--- src/rtl/poly_mul_pkg.sv ---
// Shared sizing and FSM encoding for the polynomial multiplier I/O controller.
package poly_mul_pkg;
  localparam int N_COEFF     = 64;
  localparam int COEFF_WIDTH = 16;
  localparam int AB_ADDR_W   = $clog2(N_COEFF);
  localparam int C_ADDR_W    = AB_ADDR_W + 1;

  typedef enum logic [2:0] {
    IDLE, LOAD_A, LOAD_B, CLEAR_C, START, WAIT, UNLOAD_RD, UNLOAD_OUT
  } state_t;
endpackage

--- src/rtl/poly_mul_io_ctrl_if.sv ---
// Operand input stream and result output stream of the multiplier I/O controller.
interface poly_mul_io_ctrl_if import poly_mul_pkg::*; #(parameter int W = COEFF_WIDTH);
  // A word moves on a rising clk edge where valid && ready are both high; the
  // source keeps valid/data (and last) stable until that edge, and ready never waits on valid.
  logic         s_valid;
  logic         s_ready;
  logic [W-1:0] s_data;
  logic         m_valid;
  logic         m_ready;
  logic [W-1:0] m_data;
  logic         m_last;

  modport master (output s_valid, s_data, m_ready, input s_ready, m_valid, m_data, m_last);
  modport slave  (input s_valid, s_data, m_ready, output s_ready, m_valid, m_data, m_last);
endinterface

--- src/rtl/poly_fold_out.sv ---
// Negacyclic fold (low half minus high half) and the output holding register.
module poly_fold_out import poly_mul_pkg::*; #(parameter int W = COEFF_WIDTH) (
  input  logic         clk,
  input  logic         resetn,
  input  logic         load,
  input  logic         ack,
  input  logic         last_in,
  input  logic [W-1:0] rdata0,
  input  logic [W-1:0] rdata1,
  output logic [W-1:0] m_data,
  output logic         m_valid,
  output logic         m_last
);
  always_ff @(posedge clk) begin
    if (!resetn) begin
      m_data  <= '0;
      m_valid <= 1'b0;
      m_last  <= 1'b0;
    end else if (load) begin
      m_data  <= rdata0 - rdata1;
      m_valid <= 1'b1;
      m_last  <= last_in;
    end else if (ack) begin
      m_valid <= 1'b0;
      m_last  <= 1'b0;
    end
  end
endmodule

--- src/rtl/poly_mul_io_ctrl.sv ---
// Loads operands A/B into RAM, clears C, runs the multiplier and streams out the folded result.
module poly_mul_io_ctrl #(
  parameter  int N_COEFF     = poly_mul_pkg::N_COEFF,
  parameter  int COEFF_WIDTH = poly_mul_pkg::COEFF_WIDTH,
  localparam int AW          = $clog2(N_COEFF),
  localparam int CW          = AW + 1
) (
  input  logic                   clk,
  input  logic                   resetn,
  poly_mul_io_ctrl_if.slave      bus,
  output logic                   a_we,
  output logic [AW-1:0]          a_addr,
  output logic [COEFF_WIDTH-1:0] a_wdata,
  output logic                   b_we,
  output logic [AW-1:0]          b_addr,
  output logic [COEFF_WIDTH-1:0] b_wdata,
  output logic                   c_we,
  output logic [CW-1:0]          c_addr,
  output logic [COEFF_WIDTH-1:0] c_wdata,
  output logic [CW-1:0]          c_raddr0,
  output logic [CW-1:0]          c_raddr1,
  input  logic [COEFF_WIDTH-1:0] c_rdata0,
  input  logic [COEFF_WIDTH-1:0] c_rdata1,
  output logic                   mul_start,
  input  logic                   mul_done,
  output logic                   mul_own,
  output logic                   busy,
  output poly_mul_pkg::state_t   state_dbg
);
  import poly_mul_pkg::*;

  state_t        state_q, state_n;
  logic [CW-1:0] cnt_q, cnt_n;
  logic [AW-1:0] i_q, i_n;
  logic          s_ready;
  logic          fold_load;
  logic          m_ack;
  logic          rd_active;
  logic [AW-1:0] rd_idx;

  always_ff @(posedge clk) begin
    if (!resetn) begin
      state_q <= IDLE;
      cnt_q   <= '0;
      i_q     <= '0;
    end else begin
      state_q <= state_n;
      cnt_q   <= cnt_n;
      i_q     <= i_n;
    end
  end

  always_comb begin
    state_n   = state_q;
    cnt_n     = cnt_q;
    i_n       = i_q;
    s_ready   = 1'b0;
    a_we      = 1'b0;
    a_addr    = '0;
    a_wdata   = '0;
    b_we      = 1'b0;
    b_addr    = '0;
    b_wdata   = '0;
    c_we      = 1'b0;
    c_addr    = '0;
    c_wdata   = '0;
    mul_start = 1'b0;
    mul_own   = 1'b0;
    fold_load = 1'b0;
    m_ack     = 1'b0;
    case (state_q)
      IDLE: begin
        cnt_n = '0;
        i_n   = '0;
        if (bus.s_valid) state_n = LOAD_A;
      end
      LOAD_A: begin
        s_ready = 1'b1;
        if (bus.s_valid) begin
          a_we    = 1'b1;
          a_addr  = cnt_q[AW-1:0];
          a_wdata = bus.s_data;
          if (cnt_q == CW'(N_COEFF - 1)) begin
            state_n = LOAD_B;
            cnt_n   = '0;
          end else begin
            cnt_n = cnt_q + CW'(1);
          end
        end
      end
      LOAD_B: begin
        s_ready = 1'b1;
        if (bus.s_valid) begin
          b_we    = 1'b1;
          b_addr  = cnt_q[AW-1:0];
          b_wdata = bus.s_data;
          if (cnt_q == CW'(N_COEFF - 1)) begin
            state_n = CLEAR_C;
            cnt_n   = '0;
          end else begin
            cnt_n = cnt_q + CW'(1);
          end
        end
      end
      CLEAR_C: begin
        c_we   = 1'b1;
        c_addr = cnt_q;
        if (cnt_q == CW'(2 * N_COEFF - 1)) begin
          state_n = START;
          cnt_n   = '0;
        end else begin
          cnt_n = cnt_q + CW'(1);
        end
      end
      START: begin
        mul_start = 1'b1;
        mul_own   = 1'b1;
        state_n   = WAIT;
      end
      WAIT: begin
        mul_own = 1'b1;
        if (mul_done) begin
          state_n = UNLOAD_RD;
          i_n     = '0;
        end
      end
      UNLOAD_RD: begin
        fold_load = 1'b1;
        state_n   = UNLOAD_OUT;
      end
      UNLOAD_OUT: begin
        if (bus.m_ready) begin
          m_ack = 1'b1;
          if (i_q == AW'(N_COEFF - 1)) begin
            state_n = IDLE;
            i_n     = '0;
          end else begin
            state_n = UNLOAD_RD;
            i_n     = i_q + AW'(1);
          end
        end
      end
      default: state_n = IDLE;
    endcase
  end

  // The read address goes out one cycle ahead of UNLOAD_RD and stays through it, so the
  // one-cycle RAM data is valid in UNLOAD_RD and folds in on the edge into UNLOAD_OUT.
  always_comb begin
    rd_active = 1'b0;
    rd_idx    = '0;
    if (state_n == UNLOAD_RD) begin
      rd_active = 1'b1;
      rd_idx    = i_n;
    end else if (state_q == UNLOAD_RD) begin
      rd_active = 1'b1;
      rd_idx    = i_q;
    end
  end

  // N_COEFF is a power of two, so the high-half partner i+N_COEFF is just the top address bit.
  assign c_raddr0    = rd_active ? {1'b0, rd_idx} : '0;
  assign c_raddr1    = rd_active ? {1'b1, rd_idx} : '0;
  assign bus.s_ready = s_ready;
  assign busy        = (state_q != IDLE);
  assign state_dbg   = state_q;

  poly_fold_out #(.W(COEFF_WIDTH)) u_fold (
    .clk     (clk),
    .resetn  (resetn),
    .load    (fold_load),
    .ack     (m_ack),
    .last_in (i_q == AW'(N_COEFF - 1)),
    .rdata0  (c_rdata0),
    .rdata1  (c_rdata1),
    .m_data  (bus.m_data),
    .m_valid (bus.m_valid),
    .m_last  (bus.m_last)
  );
endmodule

--- src/flat_wrapper.sv ---
// flat-port wrapper written by rule: the top's interface ports become plain ports
module poly_mul_io_ctrl_flat import poly_mul_pkg::*;
#(
  parameter  int N_COEFF     = poly_mul_pkg::N_COEFF,
  parameter  int COEFF_WIDTH = poly_mul_pkg::COEFF_WIDTH,
  localparam int AW          = $clog2(N_COEFF),
  localparam int CW          = AW + 1
)
  (clk, resetn, a_we, a_addr, a_wdata, b_we, b_addr, b_wdata, c_we, c_addr, c_wdata, c_raddr0, c_raddr1, c_rdata0, c_rdata1, mul_start, mul_done, mul_own, busy, state_dbg, bus_s_valid, bus_s_data, bus_m_ready, bus_s_ready, bus_m_valid, bus_m_data, bus_m_last);
  poly_mul_io_ctrl_if #(.W((16))) bus_i ();
  input  logic clk;
  input  logic resetn;
  output logic a_we;
  output logic [AW-1:0] a_addr;
  output logic [COEFF_WIDTH-1:0] a_wdata;
  output logic b_we;
  output logic [AW-1:0] b_addr;
  output logic [COEFF_WIDTH-1:0] b_wdata;
  output logic c_we;
  output logic [CW-1:0] c_addr;
  output logic [COEFF_WIDTH-1:0] c_wdata;
  output logic [CW-1:0] c_raddr0;
  output logic [CW-1:0] c_raddr1;
  input  logic [COEFF_WIDTH-1:0] c_rdata0;
  input  logic [COEFF_WIDTH-1:0] c_rdata1;
  output logic mul_start;
  input  logic mul_done;
  output logic mul_own;
  output logic busy;
  output poly_mul_pkg::state_t state_dbg;
  input wire logic [$bits(bus_i.s_valid)-1:0] bus_s_valid;
  input wire logic [$bits(bus_i.s_data)-1:0] bus_s_data;
  input wire logic [$bits(bus_i.m_ready)-1:0] bus_m_ready;
  output wire logic [$bits(bus_i.s_ready)-1:0] bus_s_ready;
  output wire logic [$bits(bus_i.m_valid)-1:0] bus_m_valid;
  output wire logic [$bits(bus_i.m_data)-1:0] bus_m_data;
  output wire logic [$bits(bus_i.m_last)-1:0] bus_m_last;
  assign bus_i.s_valid = bus_s_valid;
  assign bus_i.s_data = bus_s_data;
  assign bus_i.m_ready = bus_m_ready;
  assign bus_s_ready = bus_i.s_ready;
  assign bus_m_valid = bus_i.m_valid;
  assign bus_m_data = bus_i.m_data;
  assign bus_m_last = bus_i.m_last;
  poly_mul_io_ctrl #(.N_COEFF(N_COEFF), .COEFF_WIDTH(COEFF_WIDTH)) u_core (.clk(clk), .resetn(resetn), .bus(bus_i), .a_we(a_we), .a_addr(a_addr), .a_wdata(a_wdata), .b_we(b_we), .b_addr(b_addr), .b_wdata(b_wdata), .c_we(c_we), .c_addr(c_addr), .c_wdata(c_wdata), .c_raddr0(c_raddr0), .c_raddr1(c_raddr1), .c_rdata0(c_rdata0), .c_rdata1(c_rdata1), .mul_start(mul_start), .mul_done(mul_done), .mul_own(mul_own), .busy(busy), .state_dbg(state_dbg));
endmodule
--- config.mk ---
export PLATFORM = sky130hd
export DESIGN_NAME = poly_mul_io_ctrl_flat
export DESIGN_NICKNAME = d
export VERILOG_FILES = /design/src/rtl/poly_mul_pkg.sv /design/src/rtl/poly_mul_io_ctrl_if.sv /design/src/rtl/poly_fold_out.sv /design/src/rtl/poly_mul_io_ctrl.sv /design/src/flat_wrapper.sv
export SDC_FILE = /design/constraint.sdc
export NUM_CORES = 1
export LEC_CHECK = 0
export BUFFER_PORTS_ARGS = -buffer_cell sky130_fd_sc_hd__buf_4
export CAP_MARGIN = 20
export CORE_ASPECT_RATIO = 1.2
export CORE_MARGIN = 4
export CORE_UTILIZATION = 51
export CTS_BUF_LIST = sky130_fd_sc_hd__clkbuf_8
export DETAILED_ROUTE_END_ITERATION = 6
export GPL_TIMING_DRIVEN = 0
export PLACE_DENSITY = 0.88
export SYNTH_ARGS = -nofsm -noshare
export SYNTH_HDL_FRONTEND = slang
export SYNTH_SLANG_ARGS = --single-unit
export TNS_END_PERCENT = 50
--- constraint.sdc ---
create_clock -name clk -period 3.85 [get_ports clk]
set_input_delay 0.385 -clock clk [delete_from_list [all_inputs] [get_ports clk]]
set_output_delay 0.385 -clock clk [all_outputs]
set_load 0.01 [all_outputs]
==> results of run 1 <==
stage by stage:
step	setup WS [ps]	cells
2_1_floorplan	1506	429
3_3_place_gp	1258	652
3_5_place_dp	1202	652
4_1_cts	875.9	660
5_1_grt	649.0	660
6_report	864.7	660
worst min-delay path by stage:
stage,slack [ps],to,cells past startpoint,start
2_1_floorplan,480,u_core.u_fold.m_data[6],2,u_core.u_fold.m_data[6]
3_3_place_gp,450,u_core.u_fold.m_data[2],2,u_core.u_fold.m_data[2]
3_5_place_dp,460,u_core.u_fold.m_data[6],2,u_core.u_fold.m_data[6]
4_1_cts,390,u_core.u_fold.m_data[0],3,c_rdata1[0]
5_1_grt,410,u_core.u_fold.m_data[0],3,c_rdata1[0]
6_report,380,u_core.u_fold.m_data[0],3,c_rdata1[0]
cell families after synthesis:
| family | count (synthesis) | synth area share [%] |
|---|---|---|
| AOI/OAI and AO/OA | 99 | 22.42 |
| xor gates and xnor gates | 9 | 2.591 |
| adders and majority gates | 18 | 7.651 |
| buffers and inverters | 69 | 11.85 |
| DFF | 34 | 22.38 |
| muxes | 3 | 1.069 |
| other | 1 | 0.1233 |
| and+or+nand+nor | 180 | 31.92 |
Yosys cell counts, types with 4 or more instances:
library cell  number
and2_1            54
dfxtp_1           34
nand2_1           33
nor2_1            31
buf_4             25
inv_1             25
a21oi_1           24
ha_1              17
nand3_1           17
o21ai_0           16
clkbuf_1          10
nor3_1            10
a211oi_1           6
buf_2              6
o211ai_1           6
o31ai_1            6
nor2b_1            5
o21a_1             5
xnor2_1            5
a21o_1             4
nand4_1            4
or3_1              4
xor2_1             4
worst max-delay path, cell delays in order, from the launching register on:
cell,delay (ps)
dfxtp_1,410
ha_1,240
nand2_1,60
nor3_1,390
nand3_1,160
a311oi_2,350
nor3_1,140
a32o_1,290
buf_4,130
buf_4,130
sequential cells by signal, summed over array words and instances, names as in the netlist:
signal and count:
u_core.u_fold.m_data 16, u_core.cnt_q 7, u_core.i_q 6, u_core.state_dbg 3
u_core.u_fold.m_last 1, u_core.u_fold.m_valid 1
cell type report:
type                            instances  area [sq um]
Sequential cell                        34         680.7
Multi-Input combinational cell        326          2061
Buffer                                 43         262.8
Inverter                               26         97.59
Tap cell                               80         100.1
Clock inverter                          2         12.51
Clock buffer                            6         82.58
Fill cell                             477          1335
Timing Repair Buffer                  143          1074
report_power, final:
| group | internal, mW | switching [mW] |
|---|---|---|
| clock network | 0.144 | 0.141 |
| logic | 0.115 | 0.121 |
| registers | 0.353 | 0.00343 |
| total | 0.611 | 0.265 |
routing by layer:
| metal | part of all wire, % | vias up | track usage, % |
|---|---|---|---|
| met5 | 0 | - | 0 |
| met4 | 2.1 | 0 | 9.329 |
| met3 | 8.1 | 20 | 5.447 |
| met2 | 53 | 152 | 48.94 |
| met1 | 37 | 1602 | 27.87 |
| li1 | - | 1735 | - |
==> results.cfg, run 1 <==
[timing]
final_hold_viol_count = 0
setup_violations = 0
fin_tns_setup_ps = 0
worstMarginPinSlew_ps = 540.0
period_needed_ps = 2985
relSlewSlack_pct = 63.69
whs_ps = 381.4
timing.fmax_ghz = 0.3350
maxSlewViolCount = 0
rsz0062_at_grt = false
fin_worst_skew_ps = 3.929
fin_crit_sh_pct = 77.54

[pwr]
peakVddDrop_uv = 185.4
p_leak_nw = 2.150
power.total_uw = 876.5
power_density_nw_per_um2 = 200.6

[worst_setup_path]
cp.arrival_ps = 2600
cp_max_fo = 5
crit_end = c_raddr1[1]
r2r-end = u_core.u_fold.m_data[10]
cp-start-kind = register
r2r_start = u_core.state_dbg[2]
critPathKind = reg2out
r2r_cells = 6
startpoint = u_core.i_q[0]
timing.critical_path.to_type = output pin
cp.required_ps = 3460
reg2reg_setup_slack_ps = 1790

[finish]
fin_area_sq_um = 4370
syn_to_final_growth_pct = 43.69
layout_commonest_cell = buf_4
layout-drive-gt1-share_pct = 33.62
diodes = 0
fin_nets = 650
final_util_pct = 76.60
final_cell_mix = buf_4, and2_1, dfxtp_1

[place]
hpwl_mm = 7.861
placed_area_sq_um = 4275
gp_congestion = 0.9416
portBuffers = 143

[clocking]
cts.htree.levels = 2
root_buffer = clkbuf_8
cts_hold_buf = 0
clock_latency_ps = 290
cts_resized = 0
clk_pin_slew_ps = 70
clock_path_buffers = 2
cts_made_buffers = 5
cts_sinks = 34
tritoncts = built
post-cts-setup-buffers = 0

[floorplan]
die-area_sq_um = 7269
core_area_sq_um = 5705
dieHeight_microns = 92.60
rows = 30
ioPinCount = 162
initial_utilization_pct = 53.31
die_w_microns = 78.50

[route]
via_per_inst = 5.317
wl_mm = 9.576
first_pass_iters = 4
drc = 0
vias = 3509
avgRoutedWirePerCell_microns = 14.51
drt_iter0_drc = 180
ant_nets = 0

[yosys]
synth_area_per_cell_sq_um = 7.365
synth_area_leaders = dfxtp_1, and2_1, ha_1
netlist_area_sq_um = 3042
synth_top_area_share_pct = 22.38
yosysUniqueCellTypes = 66
synth_cells = 413
async_flop_share_pct = 0
ys_seq_elements = 34
ys.flop_type = dfxtp_1
yosysTopAreaCell = dfxtp_1
ys_warn_count = 0
synth_edf_count = 0
ys_seq_area_share_pct = 22.38

[run]
maxCapViolations = 0

[grt]
grt_max_degree = 12
grt_remaining_overflow = 0
grt_pass1_wl_mm = 15.53
track_usage_pct = 25.92
grt_pass1_vias = 3368
antenna_found_initial = 0

[status]
run_status = completed

[min_path]
min_path_type = in2reg
(Power assumes the default switching activity.)
==> inputs of run 2 (changes only) <==
- CORE_UTILIZATION: 51 -> 47
- PLACE_DENSITY: 0.88 -> 0.82
- clock period: 3.85 -> 2.8 ns (I/O delays scaled with it)
==> run 2 against run 1 <==
Net effect: power up 35%; sequential share of layout area down 0.091 points; utilization down 4.9 points; register-to-register slack worse by 840 ps; cell area up 1.1%.
==> results.cfg, run 2 (synthesized netlist as in run 1, its figures left out) <==
[floorplan]
dieHeight_microns = 96.13
core_area_sq_um = 6167
rows = 31
die-area_sq_um = 7828
initial_utilization_pct = 49.32
ioPinCount = 162
die_w_microns = 81.44

[place]
portBuffers = 143
dp.cells = 654
hpwl_mm = 7.524
placed_area_sq_um = 4278
gp_congestion = 0.9678

[finish]
multi_input_area_sq_um = 2100
top_register = u_core.u_fold.m_data
largest_reg_flops = 16
seqCellArea_sq_um = 684.4
top_regs = u_core.u_fold.m_data x16, u_core.cnt_q x7, u_core.i_q x6
nFillCells = 517
fin_nets = 650
layout-drive-gt1-share_pct = 35.86
syn_to_final_growth_pct = 45.33
diodes = 0
final_util_pct = 71.68
final_cell_count_no_fill = 662
final_cell_mix = buf_4, and2_1, nand2_1
fin_area_sq_um = 4420
layout_commonest_cell = buf_4

[route]
vias = 3433
first_pass_iters = 4
ant_nets = 0
via_per_inst = 5.186
drc = 0
drt_iter0_drc = 213
avgRoutedWirePerCell_microns = 13.95
wl_mm = 9.236

[worst_setup_path]
timing.critical_path.to_type = output pin
cp_max_fo = 10
critPathKind = reg2out
cp.arrival_ps = 2430
cp.required_ps = 2520
cp-start-kind = register

[timing]
fin_tns_setup_ps = 0
rsz0062_at_grt = false
setup_violations = 0
relSlewSlack_pct = 61.21
maxSlewViolCount = 0
fin_crit_sh_pct = 96.78
worstMarginPinSlew_ps = 577.0
final_hold_viol_count = 0
fin_worst_skew_ps = 7.148
period_needed_ps = 2710
timing.fmax_ghz = 0.3690

[pwr]
p_sw_share_pct = 29.01
power_frac_seq_pct = 41.6
power.total_mw = 1.181
netSwitchingPower_uw = 342.5
p_leak_nw = 2.186
p_int_uw = 838.2
clock_power_share_pct = 31.2
pwr-share-comb_pct = 27.2
peakVddDrop_uv = 193.8
power_density_nw_per_um2 = 267.1

[clocking]
cts_sinks = 34
cts_made_buffers = 5
tritoncts = built
cts.htree.levels = 2
clock_latency_ps = 290
clock_path_buffers = 2
root_buffer = clkbuf_8
clk_pin_slew_ps = 70

[grt]
antenna_found_initial = 0
grt_pass1_vias = 3155
track_usage_pct = 23.13
grt_max_degree = 11
grt_pass1_wl_mm = 14.46
grt_remaining_overflow = 0

[min_path]
min_path_type = in2reg

[status]
run_status = completed

[run]
maxCapViolations = 0
run 2: final cells by class:
cell class / count / share of cell area [%]
Buffer: 42 / 5.972
Sequential cell: 34 / 15.48
Multi-Input combinational cell: 326 / 47.49
Inverter: 26 / 2.208
Clock inverter: 2 / 0.1981
Timing Repair Buffer: 144 / 24.46
Clock buffer: 6 / 1.868
Tap cell: 82 / 2.321
run 2: metal layers:
metal	part of all wire [%]	vias to the layer above	GRT usage, %
met3	8.0	16	3.652
met1	38	1534	25.74
met4	1.8	0	7.465
met5	0	-	0
met2	52	143	43.89
li1	-	1740	-
run 2: stage by stage:
stage          hold slack (ps)  worst slack (ps)
3_5_place_dp             455.8             247.6
3_3_place_gp             448.4             238.0
6_report                 294.6             90.16
4_1_cts                  292.9             38.20
2_1_floorplan            476.1             561.4
5_1_grt                  295.5             5.356
run 2: what timing repair did:
action | CTS | global route
cloned | 0 | 0
gates resized for setup | 3 | 12
hold buffers | 0 | 0
pin swaps | 0 | 3
setup endpoints to repair | 3 | 10
setup buffers | 0 | 1
run 2: critical path, stage by stage (launching register included):
cell,delay (ps)
dfxtp_2,430
ha_2,280
and4_4,270
nand3b_1,100
a311oi_2,390
nor3_2,110
a32o_1,290
buf_4,140
buf_4,130
run 2: worst paths after layout:
kind         slack, ps               startpoint  depth (start not counted)                      end
max                 90          u_core.cnt_q[0]                          8              c_raddr1[1]
min                290              c_rdata1[0]                          3  u_core.u_fold.m_data[0]
max reg2reg        950          u_core.cnt_q[0]                          6          u_core.cnt_q[0]
min reg2reg        460  u_core.u_fold.m_data[2]                          2  u_core.u_fold.m_data[2]
run 2: power groups by stage:
stage,sequential (mW),clock (mW),combinational [mW]
global route,0.491,0.395,0.356
floorplan,0.501,0,0.199
global placement,0.501,0,0.313
finish,0.491,0.369,0.321
CTS,0.491,0.373,0.319
detailed placement,0.501,0,0.317
